$ cat src/rtl/memory_arbiter.sv
// memory_arbiter: shares the single-port RAM between fetch (if_*) and data (d_*) requesters.
// Ports: clk, rst_n, if_req/if_addr/if_ack/if_rdata/if_err,
//        d_req/d_we/d_addr/d_wdata/d_ack/d_rdata/d_err, ram_a/ram_din/ram_rw/ram_dout.
// Option: define ARB_ROUND_ROBIN_EN for round-robin arbitration (default: data-first fixed).
module memory_arbiter #(
    parameter int ADDR_WIDTH = 32,
    parameter int DATA_WIDTH = 32,
    parameter int MEM_DEPTH  = 8192
) (
    input  logic                  clk,
    input  logic                  rst_n,
    input  logic                  if_req,
    input  logic [ADDR_WIDTH-1:0] if_addr,
    output logic                  if_ack,
    output logic [DATA_WIDTH-1:0] if_rdata,
    output logic                  if_err,
    input  logic                  d_req,
    input  logic                  d_we,
    input  logic [ADDR_WIDTH-1:0] d_addr,
    input  logic [DATA_WIDTH-1:0] d_wdata,
    output logic                  d_ack,
    output logic [DATA_WIDTH-1:0] d_rdata,
    output logic                  d_err,
    output logic [ADDR_WIDTH-1:0] ram_a,
    output logic [DATA_WIDTH-1:0] ram_din,
    output logic                  ram_rw,
    input  logic [DATA_WIDTH-1:0] ram_dout
);

    typedef enum logic [1:0] {IDLE, ISSUE, RESP, DONE} state_t;

    localparam logic [ADDR_WIDTH-1:0] DEPTH = ADDR_WIDTH'(MEM_DEPTH);

    state_t state, state_nxt;

    logic if_elig, d_elig;
    logic pick_d;
    logic grant, grant_d, grant_oor;
    logic owner_d, owner_we;

    // A port is masked in its own ack cycle so a held req is a new request.
    assign if_elig = if_req & ~if_ack;
    assign d_elig  = d_req & ~d_ack;

`ifdef ARB_ROUND_ROBIN_EN
    logic ptr_d;

    assign pick_d = ptr_d;

    // Points at the port that wins the next tie: the one not granted last.
    always_ff @(posedge clk or negedge rst_n) begin
        if (!rst_n) begin
            ptr_d <= 1'b1;
        end else if (grant) begin
            ptr_d <= ~grant_d;
        end
    end
`else
    assign pick_d = 1'b1;
`endif

    always_comb begin
        state_nxt = state;
        grant     = 1'b0;
        grant_d   = 1'b0;
        grant_oor = 1'b0;
        unique case (state)
            IDLE: begin
                if (if_elig || d_elig) begin
                    grant     = 1'b1;
                    grant_d   = d_elig && (!if_elig || pick_d);
                    grant_oor = grant_d ? (d_addr >= DEPTH)
                                        : (if_addr >= DEPTH);
                    state_nxt = grant_oor ? DONE : ISSUE;
                end
            end
            ISSUE:   state_nxt = RESP;
            RESP:    state_nxt = IDLE;
            DONE:    state_nxt = IDLE;
            default: state_nxt = IDLE;
        endcase
    end

    always_ff @(posedge clk or negedge rst_n) begin
        if (!rst_n) begin
            state <= IDLE;
        end else begin
            state <= state_nxt;
        end
    end

    always_ff @(posedge clk or negedge rst_n) begin
        if (!rst_n) begin
            ram_a    <= '0;
            ram_din  <= '0;
            ram_rw   <= 1'b0;
            if_ack   <= 1'b0;
            d_ack    <= 1'b0;
            if_err   <= 1'b0;
            d_err    <= 1'b0;
            if_rdata <= '0;
            d_rdata  <= '0;
            owner_d  <= 1'b0;
            owner_we <= 1'b0;
        end else begin
            if_ack <= 1'b0;
            d_ack  <= 1'b0;
            if_err <= 1'b0;
            d_err  <= 1'b0;
            // Write enable is only ever high for the single ISSUE cycle.
            ram_rw <= 1'b0;
            if (grant) begin
                owner_d  <= grant_d;
                owner_we <= grant_d & d_we;
                if (!grant_oor) begin
                    ram_a  <= grant_d ? d_addr : if_addr;
                    ram_rw <= grant_d & d_we;
                    if (grant_d) begin
                        ram_din <= d_wdata;
                    end
                end
            end
            if (state == RESP) begin
                if (owner_d) begin
                    d_ack <= 1'b1;
                    if (!owner_we) begin
                        d_rdata <= ram_dout;
                    end
                end else begin
                    if_ack   <= 1'b1;
                    if_rdata <= ram_dout;
                end
            end
            if (state == DONE) begin
                if (owner_d) begin
                    d_ack <= 1'b1;
                    d_err <= 1'b1;
                end else begin
                    if_ack <= 1'b1;
                    if_err <= 1'b1;
                end
            end
        end
    end

endmodule

$ cat config.mk
export PLATFORM = sky130hd
export DESIGN_NAME = memory_arbiter
export DESIGN_NICKNAME = d
export VERILOG_FILES = /design/src/rtl/memory_arbiter.sv
export SDC_FILE = /design/constraint.sdc
export NUM_CORES = 1
export LEC_CHECK = 0
export BUFFER_PORTS_ARGS = -buffer_cell sky130_fd_sc_hd__clkbuf_2
export CORE_ASPECT_RATIO = 2
export CORE_UTILIZATION = 49
export DETAILED_ROUTE_END_ITERATION = 16
export GPL_TIMING_DRIVEN = 0
export MAX_ROUTING_LAYER = met4
export PLACE_DENSITY = 0.89
export SYNTH_ARGS = -nofsm -noshare
export SYNTH_HDL_FRONTEND = slang
export SYNTH_SLANG_ARGS = --single-unit
$ cat constraint.sdc
create_clock -name clk -period 2.5 [get_ports clk]
set_input_delay 0.75 -clock clk [delete_from_list [all_inputs] [get_ports clk]]
set_output_delay 0.75 -clock clk [all_outputs]
set_load 0.02 [all_outputs]
==> summary.txt, run 1 <==
clk buf depth - 2
status - finished, final reports clean
Die Ht - 147.4 microns
mux share of post-synthesis cell area - 13.92%
P&R area growth vs syn - 42.30%
post-synthesis sequential area ratio - 66.23%
share of layout cells above drive strength 1 - 52.86%
Crit. End Element - flip-flop
max cap viols - 0
Gate Count Post-Synth - 420
Final #Nets - 838
clk sinks - 137
largest net degree at the start of global routing - 114
main combinational cell family by area after synthesis - simple AND/OR/NAND/NOR gates
IO Count - 266
Synth Area in Simple Gates - 15.52%
Worst Path Required - 2790 ps
reg2reg end - ram_a[3]
Placer Congestion - 0.9377
Max FO, Critical Path - 10
Worst Tran Pin Value - 678.8 ps
CTS Hold Bufs - 0
CTS Root Cell - clkbuf_16
worst reg-to-reg setup slack - 430 ps
CP delay by family, top - simple AND/OR/NAND/NOR gates
max frequency - 440.9 MHz
TritonCTS Buffers - 17
antenna diode count - 0
final count of negative-setup-slack endpoints - 0
DRT iter0 DRCs - 132
Clock Latency Late Sink - 410 ps
die footprint - 11000 sq um
Synth warnings - 0
clock skew - 15.26 ps
Placed Area - 6708 sq um
Max H-tree Level - 4
Critical Path Max Stage Delay - 540 ps
initial antenna violation count - 0
Synth area leader - dfrtp_1
DIE WIDTH - 74.68 microns
top post-synthesis cells by area - dfrtp_1 (66%), mux2_2 (14%), nand2_1 (7.5%)
syn nets - 553
residual DRC count - 0
vias in the first global route - 4635
DR WL/cell - 16.22 microns
I/O Buffers - 265
Final Cycle Share - 90.72%
Synth Flop Type - dfrtp_1
Tmin final - 2268 ps
Netlist cell types - 22
critical path's slowest cell - or3_1
Core Rows - 52
Post-DRT Antenna Nets - 0
area share of fa/ha/maj cells after synthesis - 0%
grt ovf - 0
Post-CTS Setup Repair Bufs - 0
FFs w/ async S/R, synth - 100.0%
syn avg cell area - 12.32 sq um
Post-synth EDFFs - 0
DP HPWL - 10710 microns
Total GRT Usage - 27.30%
Pwr per Cell Area - 1142 nW/um^2
post-DR vias/cell - 5.154
starting density of the core - 50.67%
#FFs+latches synth - 137
Final Hold Viols - 0
Synth Area in XOR/XNOR - 0%
fin area - 7366 sq um
WP buf/inv - 2
Min-Delay Path Class - in2async
maximum vdd drop - 0.6418 mV
synthesized area - 5176 sq um
vias - 4391
FF-to-FF Start - d_ack
Pins Over Slew Limit - 0
final core utilization - 72.11%
RSZ-0062 raised after global routing - no
Leak - 4.080 nW
critical path, cell by cell - clkbuf_2, nor4_1, nand4_1, or3_1, clkbuf_1, o22ai_1, nor2_1
post_cts resized - 0
Pre-Repair DR Iteration Count - 4
CP Data Arrival Time - 2560 ps
Worst slew margin - 54.40%
CP Launch Type - primary input
Clock transition at path regs - 60 ps
TritonCTS clock tree - built
Synth top area share - 66.23%
Post-Route WL - 13820 microns
Reg2Reg Depth - 6
Core Area - 10210 sq um
Crit Path Class - in2reg
first-pass GRT wire length - 21670 microns
Synth Area in Compound Gates - 1.934%
[metal layers]
metal / track usage, % / share of wire (%)
met5: - / 0
met4: 12.74 / 3.8
met3: 5.967 / 5.4
met2: 48.74 / 57
met1: 26.81 / 34
[worst max path at each step]
stage                            from          end  slack (ps)  depth (start not counted)
after floorplan            d_addr[28]    ram_a[10]         370                          7
after detailed placement  if_addr[26]     ram_a[3]        -160                          7
after CTS                 if_addr[26]     ram_a[3]         210                          7
final                     if_addr[26]     ram_a[3]         230                          7
after global placement          rst_n   d_rdata[2]       -1220                          1
after global routing       d_addr[30]  ram_din[20]         120                          7
[layout by cell type, fill, tap and decap left out, types with 3 or more instances in the layout]
cell type	count
nor2b_1	3
and3_1	20
clkinv_4	6
clkbuf_2	264
dfrtp_1	137
nor2_1	14
mux2_2	64
nand2_1	104
and2_1	3
bufinv_16	5
clkbuf_1	5
clkbuf_16	17
nor3_1	20
buf_2	15
o22ai_1	13
nor4_1	8
[cell families after synthesis]
family	after synthesis
buf+inv	24
flops	137
simple gates	179
compound gates	16
mux	64
[registers in the layout (all words and copies together), names as in the netlist, 2 cells and up]
register	cells
d_rdata	32
state	2
ram_din	32
if_rdata	32
ram_a	32
[synthesized netlist by cell type, types with 3 or more instances]
| cell | n |
|---|---|
| nor2b_1 | 3 |
| and2_1 | 3 |
| nor3_1 | 20 |
| nor2_1 | 14 |
| mux2_2 | 64 |
| dfrtp_1 | 137 |
| clkbuf_1 | 5 |
| buf_2 | 15 |
| and3_1 | 20 |
| o22ai_1 | 13 |
| nand2_1 | 104 |
| nor4_1 | 8 |
[layout make-up]
class | count | area, sq um
clock inverters | 13 | 219.0
plain buffers | 22 | 116.4
clock buffers | 18 | 439.2
flip-flops and latches | 137 | 3428
repair buffers | 266 | 1363
well taps | 135 | 168.9
inverters | 2 | 7.507
multi-input cells | 259 | 1624
fillers | 731 | 2849
[power by group]
part	switching [W]	internal, W	total, W
combinational	0.00142	0.00110	0.00252
sequential	0.000317	0.00281	0.00313
clock	0.000957	0.00180	0.00276
total	0.00269	0.00571	0.00841
[stage by stage]
step	setup TNS, ps	std cells	hold WS, ps	total power [W]	setup WS [ps]
finish	0	852	207.2	0.008409	232.1
global placement	-170870	820	450.4	0.005579	-1221
global route	0	852	206.6	0.008806	120.2
CTS	0	852	200.9	0.008486	212.8
detailed placement	-6184	821	454.9	0.005724	-159.2
floorplan	0	420	445.3	0.004736	369.0
[worst reg2reg max path, cell delays in order (launching register included)]
cell      delay [ps]
dfrtp_1          410
nor2b_1          230
o21ai_1          180
or3_1            530
clkbuf_1         290
o22ai_1          250
nor2_1            70
No activity file was read; power rests on OpenSTA's default activity.
==> run 2, diff against run 1 <==
==> constraint.sdc (replaced) <==
create_clock -name clk -period 2.5 [get_ports clk]
set_input_delay 0.5 -clock clk [delete_from_list [all_inputs] [get_ports clk]]
set_output_delay 0.5 -clock clk [all_outputs]
set_load 0.02 [all_outputs]
==> summary.txt, run 2 (synthesized netlist as in run 1, its figures left out) <==
RSZ-0062 raised after global routing - no
clk sinks - 137 (unchanged)
CP Launch Type - flip-flop
CTS Root Cell - clkbuf_16
max cap viols - 0 (unchanged)
IO Count - 266 (unchanged)
Max H-tree Level - 4 (unchanged)
Pwr per Cell Area - 1141 nW/um^2 (about the same)
Die Ht - 147.4 microns (unchanged)
clk buf depth - 2 (unchanged)
TritonCTS clock tree - built
vias - 4388 (-0.068%)
Post-Route WL - 13870 microns (+0.35%)
Post-DRT Antenna Nets - 0 (unchanged)
Final Hold Viols - 0 (unchanged)
status - finished, final reports clean
Core Area - 10210 sq um (unchanged)
Clock Latency Late Sink - 410 ps (about the same)
maximum vdd drop - 0.6416 mV (about the same)
Final Cycle Share - 83.07% (-7.6 points)
Pins Over Slew Limit - 0 (unchanged)
commonest non-fill, non-tap cells in the layout - clkbuf_2 (264), dfrtp_1 (137), nand2_1 (104)
fin area - 7376 sq um (+0.14%)
I/O Buffers - 265 (unchanged)
antenna diode count - 0 (unchanged)
final count of negative-setup-slack endpoints - 0 (unchanged)
DP HPWL - 10710 microns (unchanged)
largest net degree at the start of global routing - 114 (unchanged)
Total Power - 0.008414 W (about the same)
CP Data Arrival Time - 2360 ps (-200 ps)
Worst Path Required - 2790 ps (about the same)
Final #Nets - 839 (+0.12%)
Tmin final - 2077 ps (-191.1 ps)
DIE WIDTH - 74.68 microns (unchanged)
vias in the first global route - 4647 (+0.26%)
first-pass GRT wire length - 21740 microns (+0.35%)
die footprint - 11000 sq um (unchanged)
residual DRC count - 0 (unchanged)
Worst slew margin - 53.93% (-0.47 points)
initial antenna violation count - 0 (unchanged)
post_cts resized - 0 (unchanged)
Core Rows - 52 (unchanged)
share of layout cells above drive strength 1 - 52.79% (-0.074 points)
starting density of the core - 50.67% (unchanged)
Total GRT Usage - 27.40% (+0.10 points)
DRT iter0 DRCs - 116 (-12%)
Crit. End Element - flip-flop
P&R area growth vs syn - 42.49%
TritonCTS Buffers - 17 (unchanged)
Pre-Repair DR Iteration Count - 4 (unchanged)
grt ovf - 0 (unchanged)
Max FO, Critical Path - 10 (unchanged)
Clock transition at path regs - 60 ps (about the same)
post-DR vias/cell - 5.144 (-0.19%)
clock skew - 13.33 ps (-1.923 ps)
Placer Congestion - 0.9377 (unchanged)
Worst Tran Pin Value - 685.8 ps (+6.995 ps)
max frequency - 481.5 MHz (+9.2%)
DR WL/cell - 16.26 microns (+0.24%)
Leak - 4.085 nW (+0.10%)
commonest non-fill, non-tap cell in the layout - clkbuf_2
Crit Path Class - reg2reg
Placed Area - 6708 sq um (unchanged)
Min-Delay Path Class - in2reg
-- run 2: cell types whose count changed in the layout (fill, tap and decap cells not counted), sizes merged --
cell	before	now
dlygate4sd3	0	1
-- run 2: layer usage --
layer | wire, microns | global-route usage (%) | vias to the layer above
li1 | - | - | 1996
met1 | 4737 | 26.86 | 2131
met2 | 7884 | 49.01 | 217
met3 | 739 | 5.967 | 44
met4 | 506 | 12.74 | 0
met5 | 0 | - | -
-- run 2: metrics by stage --
step / hold WS [ps] / TNS [ps] / worst slack (ps) / instances / util (%)
finish: 284.5 / 0 / 423.2 / 853 / 72.21
global route: 278.5 / 0 / 320.4 / 853 / 72.21
CTS: 268.9 / 0 / 442.2 / 853 / 72.21
detailed placement: 389.2 / 0 / 90.83 / 821 / 65.67
global placement: 450.4 / -131310 / -970.8 / 820 / 65.31
floorplan: 204.4 / 0 / 619.0 / 420 / -
-- run 2: what timing repair did --
action                    CTS  global route
hold endpoints to repair   24             0
hold buffers                1             0
setup buffers               0             0
-- run 2: final cells by class --
type | count | area [sq um]
clock inverter | 13 | 219.0
inverter | 2 | 7.507
multi-input combinational | 259 | 1624
tap | 135 | 168.9
buffer | 22 | 116.4
clock buffer | 18 | 439.2
sequential | 137 | 3428
timing repair buffer | 267 | 1373
fill | 727 | 2839
-- run 2: worst paths after layout --
| path | slack, ps | to | start | cells after the start |
|---|---|---|---|---|
| hold reg to reg | 470 | ram_din[30] | ram_din[30] | 2 |
| hold / removal | 280 | ram_din[12] | d_wdata[12] | 3 |
| min in group asynchronous | 520 | ram_din[12] | rst_n | 2 |
| setup / recovery | 420 | ram_a[3] | d_ack | 6 |
| max in group asynchronous | 1170 | if_rdata[1] | rst_n | 3 |
| setup reg to reg | 420 | ram_a[3] | d_ack | 6 |
-- run 2: worst max-delay path, stage by stage, from the launching register on --
cell and delay (ps):
dfrtp_1 410, nor2b_1 230, o21ai_1 180, or3_1 530, clkbuf_1 290, o22ai_1 250
nor2_1 70
-- run 2: where the power goes --
| group | leakage (nW) | switching, W | internal [W] |
|---|---|---|---|
| sequential | 1.77 | 0.000316 | 0.00281 |
| clock | 0.317 | 0.000962 | 0.00180 |
| combinational | 2.00 | 0.00142 | 0.00110 |
| total | 4.08 | 0.00270 | 0.00572 |
==> run 3, diff against run 2 <==
Settings changed: CORE_UTILIZATION 49 to 45, PLACE_DENSITY 0.89 to 0.83.
Clock period 2.5 ns to 2.08 ns, I/O delays scaled along.
==> summary.txt, run 3 (synthesized netlist as in run 1, its figures left out) <==
status - finished, final reports clean
vias in the first global route - 4598 (-1.1%)
clock skew - 8.579 ps (-4.754 ps)
final worst slack - 154.6 ps (-268.6 ps)
Core Area - 11290 sq um (+10%)
TritonCTS clock tree - built
share of layout cells above drive strength 1 - 53.56% (+0.77 points)
initial antenna violation count - 0 (unchanged)
max cap viols - 0 (unchanged)
vias - 4286 (-2.3%)
DIE WIDTH - 77.84 microns (+4.2%)
DRT iter0 DRCs - 172 (+48%)
P&R area growth vs syn - 41.75%
first-pass GRT wire length - 21820 microns (+0.35%)
Post-Route WL - 13790 microns (-0.55%)
I/O Buffers - 265 (unchanged)
critical path's slowest cell - or3_4
Critical Path Max Stage Delay - 480 ps (-50 ps)
Crit. End Element - flip-flop
Min-Delay Path Class - in2reg
commonest non-fill, non-tap cells in the layout - clkbuf_2 (266), dfrtp_1 (137), nand2_1 (104)
Worst slew margin - 56.99% (+3.1 points)
Worst Path Required - 2360 ps (-430 ps)
antenna diode count - 0 (unchanged)
CP Launch Type - flip-flop
Final Cycle Share - 92.57% (+9.5 points)
grt ovf - 0 (unchanged)
Placer Congestion - 0.9042 (-3.6%)
clk sinks - 137 (unchanged)
TritonCTS Buffers - 17 (unchanged)
DR WL/cell - 16.05 microns (-1.2%)
post-DR vias/cell - 4.990 (-3.0%)
Final #Nets - 840 (+0.12%)
Worst Tran Pin Value - 645.2 ps (-40.59 ps)
Final Hold Viols - 0 (unchanged)
Crit Path Class - reg2reg
DP HPWL - 10560 microns (-1.4%)
IO Count - 266 (unchanged)
commonest non-fill, non-tap cell in the layout - clkbuf_2
CP Data Arrival Time - 2210 ps (-150 ps)
Pins Over Slew Limit - 0 (unchanged)
RSZ-0062 raised after global routing - no
Pre-Repair DR Iteration Count - 4 (unchanged)
Clock transition at path regs - 60 ps (about the same)
Total GRT Usage - 24.85% (-2.5 points)
Post-DRT Antenna Nets - 0 (unchanged)
maximum vdd drop - 0.8506 mV (+33%)
Core Rows - 55 (+5.8%)
Final Hold Slack - 210.1 ps (-74.40 ps)
residual DRC count - 0 (unchanged)
final count of negative-setup-slack endpoints - 0 (unchanged)
Tmin final - 1925 ps (-151.4 ps)
die footprint - 11960 sq um (+8.7%)
pre-CTS setup slack - -428.0 ps (-518.8 ps)
Die Ht - 153.7 microns (+4.3%)
starting density of the core - 45.86% (-4.8 points)
Clock Latency Late Sink - 400 ps (about the same)
Max H-tree Level - 4 (unchanged)
Leak - 4.060 nW (-0.60%)
clk buf depth - 2 (unchanged)
worst reg-to-reg setup slack - 150 ps (-270 ps)
critical path, cell by cell - nor2b_1, o21ai_1, or3_4, clkbuf_1, o22ai_1, nor2_1
Pwr per Cell Area - 1331 nW/um^2 (+17%)
largest net degree at the start of global routing - 126 (+11%)
max frequency - 519.4 MHz (+7.9%)
Max FO, Critical Path - 10 (unchanged)
CTS Root Cell - clkbuf_16
-- run 3: layout make-up --
cell class,count,area (sq um)
clock buffers,17,425.4
well taps,142,177.7
repair buffers,268,1380
plain buffers,22,118.9
clock inverters,12,155.1
fillers,861,3949
inverters,2,7.507
multi-input cells,259,1644
flip-flops and latches,137,3428
-- run 3: where the power goes --
part / internal [W] / total (W) / switching [W] / leakage, nW
clock network: 0.00186 / 0.00296 / 0.00110 / 0.280
logic: 0.00132 / 0.00301 / 0.00169 / 2.01
registers: 0.00338 / 0.00379 / 0.000405 / 1.77
total: 0.00657 / 0.00977 / 0.00320 / 4.06
-- run 3: metal layers --
metal  vias to the layer above  wire length, microns  GRT usage, %
met5                         -                     0             -
met4                         0                   298         10.06
met3                        23                   626         4.926
met2                       204                  7926         46.23
met1                      2060                  4940         24.58
li1                       1999                     -             -
-- run 3: worst paths after layout --
check / from / endpoint / cells past startpoint
min in group asynchronous: rst_n / d_rdata[19] / 2
hold / removal: d_wdata[28] / ram_din[28] / 3
setup reg to reg: d_ack / ram_a[2] / 6
setup / recovery: d_ack / ram_a[2] / 6
max in group asynchronous: rst_n / if_rdata[11] / 3
hold reg to reg: ram_din[29] / ram_din[29] / 2
-- run 3: repair_timing --
item / 4_1_cts / 5_1_grt
endpoints found under the hold margin: 12 / 0
setup buffers: 0 / 1
hold buffers: 1 / 0
gates resized for setup: 3 / 5
setup endpoints to repair: 5 / 18
pin swaps: 0 / 1
-- run 3: per-stage QoR --
stage | util, % | instances | total power, W | setup TNS (ps) | cell area (sq um)
2_1_floorplan | - | 420 | 0.005692 | 0 | 5176
3_3_place_gp | 59.19 | 827 | 0.006705 | -203850 | 6680
3_5_place_dp | 59.51 | 828 | 0.006866 | -23120 | 6716
4_1_cts | 64.88 | 858 | 0.009873 | 0 | 7322
5_1_grt | 65.01 | 859 | 0.01022 | 0 | 7337
6_report | 65.01 | 859 | 0.009765 | 0 | 7337
-- run 3: worst max-delay path, delay by kind of cell, from the launching register on --
kind / cells / cell delay, ps
simple gates: 3 / 770
compound gates: 2 / 400
buf+inv: 1 / 240
flops: 1 / 390
